## config.mk

```make
export PLATFORM = sky130hd
export DESIGN_NAME = hazard_control_unit
export DESIGN_NICKNAME = d
export VERILOG_FILES = /design/src/rtl/hazard_pkg.sv /design/src/rtl/hazard_down_counter.sv /design/src/rtl/hazard_control_unit.sv
export SDC_FILE = /design/constraint.sdc
export NUM_CORES = 1
export LEC_CHECK = 0
export CORE_MARGIN = 2
export CORE_UTILIZATION = 30
export DETAILED_ROUTE_END_ITERATION = 16
export GPL_TIMING_DRIVEN = 0
export PLACE_DENSITY = 0.8
export SYNTH_ARGS = -nofsm -noshare
export SYNTH_HDL_FRONTEND = slang
export SYNTH_SLANG_ARGS = --single-unit
export TNS_END_PERCENT = 50
```

## constraint.sdc

```tcl
create_clock -name clk_in -period 1.61 [get_ports clk_in]
set_clock_uncertainty 0.2 [all_clocks]
set_input_delay 0.2415 -clock clk_in [delete_from_list [all_inputs] [get_ports clk_in]]
set_output_delay 0.2415 -clock clk_in [all_outputs]
set_load 0.01 [all_outputs]
```

## src/rtl/hazard_pkg.sv

```systemverilog
// hazard_pkg: shared FSM state encoding and stall/flush control vectors for the hazard controller.
package hazard_pkg;

   typedef enum logic [1:0] {
      RUN        = 2'd0,
      LOAD_STALL = 2'd1,
      MDU_WAIT   = 2'd2,
      IRQ_DRAIN  = 2'd3
   } state_t;

   typedef struct packed {
      logic stall_if_id;
      logic stall_ex;
      logic stall_mem;
      logic flush_id;
      logic flush_ex;
   } ctrl_t;

   localparam ctrl_t NO_CTRL     = 5'b00000;
   localparam ctrl_t ALL_STALL   = 5'b11111;
   localparam ctrl_t RET_FLUSH   = 5'b11011;
   localparam ctrl_t MISP_FLUSH  = 5'b00010;
   localparam ctrl_t MDU_STALL   = 5'b11000;
   localparam ctrl_t LOAD_BUBBLE = 5'b10001;

endpackage

```

## src/rtl/hazard_down_counter.sv

```systemverilog
// hazard_down_counter: loadable down-counter with zero flag, shared by the load-stall and irq-drain sequences.
module hazard_down_counter #(
   parameter int W = 2
) (
   input  logic         clk_in,
   input  logic         rst_in,
   input  logic         load,
   input  logic         dec,
   input  logic [W-1:0] load_val,
   output logic         zero
);
   logic [W-1:0] cnt;
   always_ff @(posedge clk_in) begin
      if (rst_in) cnt <= '0;
      else if (load) cnt <= load_val;
      else if (dec && cnt != '0) cnt <= cnt - 1'b1;
   end
   assign zero = (cnt == '0);
endmodule

```

## src/rtl/hazard_control_unit.sv

```systemverilog
// hazard_control_unit: decodes load-use, mispredict, MDU and interrupt hazards and sequences
// the stall/flush enables of the IF/ID, ID/EX, EX and MEM pipeline registers.
module hazard_control_unit #(
   parameter int REG_ADDR_W        = 5,
   parameter int LOAD_STALL_CYCLES = 1,
   parameter int IRQ_DRAIN_CYCLES  = 2
) (
   input  logic                  clk_in,
   input  logic                  rst_in,
   input  logic [REG_ADDR_W-1:0] rs1_in,
   input  logic [REG_ADDR_W-1:0] rs2_in,
   input  logic                  rs1_used_in,
   input  logic                  rs2_used_in,
   input  logic [REG_ADDR_W-1:0] rd_ID_EX_in,
   input  logic                  read_signal_in,
   input  logic                  branch_jump_signal_in,
   input  logic                  branch_pred_signal_in,
   input  logic                  mdu_start_in,
   input  logic                  mdu_done_in,
   input  logic                  interrupt_signal_in,
   input  logic                  return_interrupt_signal_in,
   output logic                  stall_IF_ID_signal_out,
   output logic                  stall_EX_signal_out,
   output logic                  stall_MEM_signal_out,
   output logic                  flush_ID_signal_out,
   output logic                  flush_EX_signal_out,
   output logic                  irq_ack_out,
   output logic [1:0]            state_out
);
   import hazard_pkg::*;

   localparam int MAX_CYC = (LOAD_STALL_CYCLES > IRQ_DRAIN_CYCLES) ? LOAD_STALL_CYCLES : IRQ_DRAIN_CYCLES;
   localparam int CW      = $clog2(MAX_CYC + 1);
   localparam logic LOAD_MULTI = (LOAD_STALL_CYCLES > 1);
   localparam logic IRQ_MULTI  = (IRQ_DRAIN_CYCLES > 1);
   // The accepting cycle in RUN is the first bubble, so the counter covers only the remaining ones.
   localparam logic [CW-1:0] LOAD_VAL = CW'(LOAD_MULTI ? LOAD_STALL_CYCLES - 2 : 0);
   localparam logic [CW-1:0] IRQ_VAL  = CW'(IRQ_MULTI ? IRQ_DRAIN_CYCLES - 2 : 0);

   state_t          state, nxt;
   ctrl_t           ctrl;
   logic            ack, cnt_load, cnt_dec, cnt_zero, load_use, mispredict;
   logic [CW-1:0]   cnt_val;

   assign load_use   = read_signal_in && rd_ID_EX_in != '0 &&
                       ((rs1_used_in && rs1_in == rd_ID_EX_in) || (rs2_used_in && rs2_in == rd_ID_EX_in));
   assign mispredict = branch_jump_signal_in && !branch_pred_signal_in;

   hazard_down_counter #(.W(CW)) u_cnt (
      .clk_in   (clk_in),
      .rst_in   (rst_in),
      .load     (cnt_load),
      .dec      (cnt_dec),
      .load_val (cnt_val),
      .zero     (cnt_zero)
   );

   always_comb begin
      ctrl     = NO_CTRL;
      nxt      = state;
      cnt_load = 1'b0;
      cnt_dec  = 1'b0;
      cnt_val  = LOAD_VAL;
      ack      = 1'b0;
      if ((state == RUN || state == LOAD_STALL) && interrupt_signal_in) begin
         ctrl     = ALL_STALL;
         nxt      = IRQ_MULTI ? IRQ_DRAIN : RUN;
         cnt_load = 1'b1;
         cnt_val  = IRQ_VAL;
         ack      = !IRQ_MULTI;
      end else begin
         case (state)
            RUN: begin
               if (return_interrupt_signal_in) ctrl = RET_FLUSH;
               else if (mispredict) ctrl = MISP_FLUSH;
               else if (mdu_start_in) begin
                  ctrl = MDU_STALL;
                  nxt  = mdu_done_in ? RUN : MDU_WAIT;
               end else if (load_use) begin
                  ctrl     = LOAD_BUBBLE;
                  nxt      = LOAD_MULTI ? LOAD_STALL : RUN;
                  cnt_load = LOAD_MULTI;
               end
            end
            LOAD_STALL: begin
               ctrl    = LOAD_BUBBLE;
               nxt     = cnt_zero ? RUN : LOAD_STALL;
               cnt_dec = !cnt_zero;
            end
            MDU_WAIT: begin
               ctrl = mdu_done_in ? NO_CTRL : MDU_STALL;
               nxt  = mdu_done_in ? RUN : MDU_WAIT;
            end
            IRQ_DRAIN: begin
               ctrl    = ALL_STALL;
               ack     = cnt_zero;
               nxt     = cnt_zero ? RUN : IRQ_DRAIN;
               cnt_dec = !cnt_zero;
            end
         endcase
      end
   end

   always_ff @(posedge clk_in) begin
      if (rst_in) state <= RUN;
      else state <= nxt;
   end

   assign {stall_IF_ID_signal_out, stall_EX_signal_out, stall_MEM_signal_out,
           flush_ID_signal_out, flush_EX_signal_out} = rst_in ? NO_CTRL : ctrl;
   assign irq_ack_out = !rst_in && ack;
   assign state_out   = rst_in ? RUN : state;
endmodule
```

==> run metrics, run 1 <==
Root Buffer Master=clkbuf_4; cts hold-fix bufs=0; worst hold path startpoint=mdu_start_in; clock buffer depth=2; Synth Cell Area=470 um2; slew margin rel.=82.6%; failing checks=negative setup slack; post-synthesis net count=91; vias per cell=5.07; Critical Path Source=rs2_in[4]; GRT Total Usage=18.4%; Die Wd=43.6 um; final core occ=64.2%; via count=623; type of origin of the critical path=input pin; commonest cells in the netlist=8 x nor2_1, 8 x xor2_1, 6 x inv_1, 4 x a21oi_1, 4 x dfxtp_1; synth top area cells=dfxtp_1 17%, xor2_1 15%, nor2_1 6.4%, xnor2_1 5.6%, inv_1 4.8%; DRT antenna net count=0; Max Cap Viol=0; core area=1490 um2; Routed WL=1500 um; routability cong.=0.776; Critical Path RT=1.17 ns; area after detailed placement=821 um2; drc violations=0; Post-Syn Instances=64; IO buf count=33; largest net degree at the start of global routing=11; worst hold slack=0.247 ns; Main synth FF type=dfxtp_1; H-Tree Depth=1; vias in the first global route=614; Post-DP HPWL=1070 um; worst slew pin tran=0.261 ns; HP Class=input pin to flip-flop; fillcell total=125; P_leak=0.406 nW; Max Slew Vio Count=0; antenna violations before repair=0; peak supply drop=0.203 mV; crit path kind=input pin to output pin; drt initial violations=5; FF/Latch Area=87.6 um2; WL per Instance=12.2 um; Final WS setup=-0.253 ns; RSZ-0062 raised after global routing=true; # rows=14; number of synthesis warnings=0; Final Hold Vio Count=0; worst reg2reg startpoint=u_cnt.cnt[0]; Max Clk Rate=537 MHz; multi-input logic area=439 um2; Clk Latency, worst-skew pair=0.24 ns; status=finished, violations left; Yosys top cell area share=17.0%; grt ovf=0; number of enable flip-flop cells after synthesis=0; CTS buffer count=3; clock transition at the registers of the reported paths=0.04 ns; Synth cell types=29; sequential area share after synthesis=17.0%; CTS Sinks=4; setup violators final=4; final worst path period share=116%; Yosys reg bits=4; first drt pass iteration count=4; Post-Syn Area per Cell=7.35 um2; share of cells above drive strength 1=44.9%; Worst Path Max Fanout=2; cell area after layout=956 um2; Final min period=1.86 ns; worst r2r path cells=5; Yosys top cell by area=dfxtp_1; CTS tree=yes; io pins=34; Nets=136; Power Density=473 nW/um2; Die Span Y=43.6 um; Antenna Cells=0; worst hold stages=3; Layout area overhead=103%; first-pass GRT wire length=2620 um; Worst EP arrival=1.42 ns; ys async rst share=0%; die area=1900 um2; initial core utilization=31.6%; CP endpoint kind=output pin
[area by class of cell]
type                    instances  area share, %
clock buffers                   3           2.36
inverters                       6           2.62
plain buffers                   1           1.44
well taps                      16           2.09
multi-input cells              52           45.9
flip-flops and latches          4           9.16
repair buffers                 41           36.4
[sequential cells by signal, summed over array words and instances (netlist names)]
signal / flops
u_cnt.cnt: 2
state: 2
[critical path: stages]
cell	delay, ns
dlygate4sd2_1	0.25
xor2_1	0.15
nor4_1	0.23
a32oi_1	0.11
o31ai_1	0.27
buf_2	0.18
[metrics by stage]
step / power [W] / setup WS, ns / cells / setup TNS, ns
floorplan: 0.000188 / 0.00802 / 64 / 0
global placement: 0.000297 / -1.03 / 113 / -5.59
detailed placement: 0.000298 / -1.02 / 113 / -5.65
CTS: 0.000448 / -0.182 / 121 / -0.392
global route: 0.000493 / -0.309 / 123 / -0.778
finish: 0.000453 / -0.253 / 123 / -0.492
[placed cells by master, fill, tap and decap left out, types with 2 or more instances in the layout]
| cell | netlist | layout |
|---|---|---|
| xor2_1 | 8 | 6 |
| clkbuf_4 | 0 | 3 |
| clkdlybuf4s50_1 | 0 | 3 |
| nand3_1 | 2 | 2 |
| xor2_2 | 0 | 2 |
| clkdlybuf4s15_1 | 0 | 3 |
| a21oi_2 | 0 | 2 |
| xnor2_1 | 3 | 3 |
| a21oi_1 | 4 | 2 |
| buf_6 | 0 | 5 |
| a211oi_1 | 2 | 2 |
| dlygate4sd2_1 | 0 | 11 |
| dfxtp_1 | 4 | 2 |
| nor2_1 | 8 | 8 |
| dfxtp_4 | 0 | 2 |
| buf_4 | 0 | 6 |
| nor3_1 | 3 | 2 |
| clkbuf_2 | 0 | 2 |
| buf_2 | 0 | 9 |
| inv_1 | 6 | 5 |
[layer usage]
metal	up-vias	routed length [um]	track usage (%)
met5	-	0	0
met4	0	27	9.09
met3	3	94	5.00
met2	30	768	30.9
met1	279	614	21.2
li1	311	-	-
[cells by family after synthesis]
kind of cell               after synthesis  synth area share, %
buffers and inverters                    8                 6.38
DFF                                      4                 17.0
and+or+nand+nor                         23                 27.4
adders and majority gates                1                 2.66
xor gates and xnor gates                11                 20.5
AOI/OAI and AO/OA                       17                 26.1
[worst paths after layout]
check | to | slack, ns
worst max-delay path | flush_EX_signal_out | -0.25
worst min-delay path | state[1] | 0.25
worst max register to register | u_cnt.cnt[1] | 0.16
worst min register to register | u_cnt.cnt[1] | 0.33
[timing repair]
action / CTS / global route
resized for setup: 104 / 10
endpoints found under the setup margin: 8 / 8
buffers inserted: 6 / 2
pin swaps: 16 / 7
[report_power, final]
group	switching (W)	internal (W)	total (W)
clock network	0.0000467	0.0000837	0.000130
registers	0.0000117	0.000103	0.000115
logic	0.0000890	0.000118	0.000207
Note: power is estimated with default switching activity, not from simulation.
==> run 2, diff against run 1 <==
Settings changed: CTS_CLUSTER_DIAMETER from default to 200.
==> results of run 2 <==
Same layout as run 1: the final DEF is identical, and so are final timing and power.
==> run 3, diff against run 2 <==
Settings changed: CTS_CLUSTER_DIAMETER 200 to 120, GPL_TIMING_DRIVEN 0 to 1, RECOVER_POWER from default to 50.
==> run 3 against run 2 <==
The run still ends with negative setup slack left. Critical path depth is 1 higher. Global-route usage is 2.4 points lower. Sequential power is 6% lower. Largest cell class unchanged.
==> run metrics, run 3 (synthesized netlist as in run 1, its figures left out) <==
cell area after layout=1000 um2; P_leak=0.452 nW; final worst path period share=110%; RSZ-0062 raised after global routing=true; setup tns final=-0.417 ns; Final min period=1.77 ns; drt initial violations=11; DRT antenna net count=0; sequential share of power=23.0%; Comb pwr share=50.1%; Critical Path RT=1.17 ns; antenna violations before repair=0; cts hold-fix bufs=0; CP top delay family=buffers and inverters; type of origin of the critical path=input pin; slew margin rel.=82.7%; Nets=145; CP endpoint kind=output pin; Max Clk Rate=566 MHz; GRT Total Usage=16.0%; HP Class=input pin to flip-flop; vias in the first global route=612; via count=651; peak supply drop=0.242 mV; CP peak stage delay=0.28 ns; worst hold stages=3; Psw=0.000150 W; most frequent cells in the layout=13 x buf_2, 11 x buf_4, 9 x dlygate4sd2_1; M2 GR Usage=28.5%; WL per Instance=11.3 um; slowest stage cell, crit path=nor4_2; Worst Path Max Fanout=2; drc violations=0; Die Wd=43.6 um; Clk Latency, worst-skew pair=0.24 ns; initial core utilization=31.6%; worst r2r path cells=6; largest net degree at the start of global routing=11; Final Hold Vio Count=0; CTS Sinks=4; reg2reg end=u_cnt.cnt[1]; H-Tree Depth=1; final core occ=67.4%; WHS Endpoint=state[1]; CTS buffer count=3; Final WS setup=-0.158 ns; setup violators final=5; first-pass GRT wire length=2350 um; worst hold path startpoint=mdu_start_in; Sw Share=31.8%; fillcell total=133; Worst EP arrival=1.33 ns; clock buffer depth=2; Routed WL=1490 um; worst slew pin tran=0.259 ns; CTS tree=yes; vias per cell=4.93; GR Layer Usage met3=3.33%; crit path kind=input pin to output pin; Die Span Y=43.6 um; Root Buffer Master=clkbuf_4; io pins=34; worst-path cell chain=buf_6, xor2_2, nor4_2, a32oi_1, buf_4, o21ai_2, buf_2; Power Density=469 nW/um2; area after detailed placement=918 um2; worst reg2reg startpoint=u_cnt.cnt[0]; die area=1900 um2; Int Power=0.000321 W; clock transition at the registers of the reported paths=0.04 ns; GRT busiest layer=met2; Final Total Pwr=0.000471 W; R2R Setup Slk=-0.01 ns; core area=1490 um2; # rows=14; GR Layer Usage met1=18.7%; grt ovf=0; Max Cap Viol=0; IO buf count=33; critical path buffer and inverter count=3; first drt pass iteration count=5; Largest regs=state: 2 flops, u_cnt.cnt: 2 flops; Max Slew Vio Count=0; clock power share=26.9%; status=finished, violations left; share of cells above drive strength 1=48.3%; routability cong.=0.754; Post-DP HPWL=1180 um; failing checks=negative setup slack; Layout area overhead=113%; Antenna Cells=0; commonest non-fill, non-tap cell in the layout=buf_2
==> run 3: changes by cell type in the layout (fill, tap and decap cells not counted), sizes merged <==
| cell | previous run | this run |
|---|---|---|
| buf | 22 | 32 |
| dlygate4sd2 | 11 | 9 |
| clkdlybuf4s15 | 3 | 4 |
==> run 3: what timing repair did <==
action | in CTS | in global routing
gates resized for setup | 96 | 15
setup endpoints to repair | 8 | 8
pin swaps | 17 | 6
setup buffers | 3 | 1
cloned | 0 | 0
==> run 3: final cells by class <==
cell class | instances | area, um2 | share of cell area (%)
well taps | 16 | 20.0 | 2.00
flip-flops and latches | 4 | 83.8 | 8.35
multi-input cells | 52 | 438 | 43.6
repair buffers | 51 | 417 | 41.5
inverters | 6 | 22.5 | 2.24
clock buffers | 3 | 22.5 | 2.24
==> run 3: per-stage QoR <==
| step | hold slack [ns] | worst slack (ns) | instances |
|---|---|---|---|
| after global placement | 0.321 | -0.974 | 125 |
| after floorplan | 0.202 | 0.00802 | 64 |
| final | 0.310 | -0.158 | 132 |
| after global routing | 0.325 | -0.276 | 132 |
| after detailed placement | 0.356 | -0.997 | 125 |
| after CTS | 0.278 | -0.170 | 131 |
==> run 3: worst max path at each step <==
stage | end | cells past startpoint | start
after floorplan | flush_EX_signal_out | 4 | rd_ID_EX_in[3]
after global placement | flush_EX_signal_out | 6 | rd_ID_EX_in[2]
after detailed placement | flush_EX_signal_out | 6 | rd_ID_EX_in[2]
after CTS | flush_EX_signal_out | 6 | rs1_in[1]
after global routing | flush_EX_signal_out | 6 | rs1_in[1]
final | stall_IF_ID_signal_out | 7 | rs1_in[1]
==> run 3: worst reg2reg max path: stages, from the launching register on <==
cell	delay (ns)
dfxtp_1	0.32
inv_1	0.05
ha_1	0.20
clkbuf_4	0.14
nor2_2	0.21
nor2_1	0.09
a2111oi_2	0.32
==> run 3: metal layers <==
metal | up-vias | part of all wire [%]
li1 | 330 | -
met1 | 290 | 39
met2 | 31 | 53
met3 | 0 | 7.8
met4 | 0 | 0
met5 | - | 0
==> run 3: power by group through the flow <==
| stage | Combinational (W) | Sequential (W) | Clock, W |
|---|---|---|---|
| floorplan | 0.0000804 | 0.000108 | 0 |
| global route | 0.000255 | 0.000109 | 0.000136 |
| CTS | 0.000214 | 0.000109 | 0.000132 |
| finish | 0.000236 | 0.000108 | 0.000127 |
| global placement | 0.000217 | 0.000108 | 0 |
| detailed placement | 0.000219 | 0.000109 | 0 |
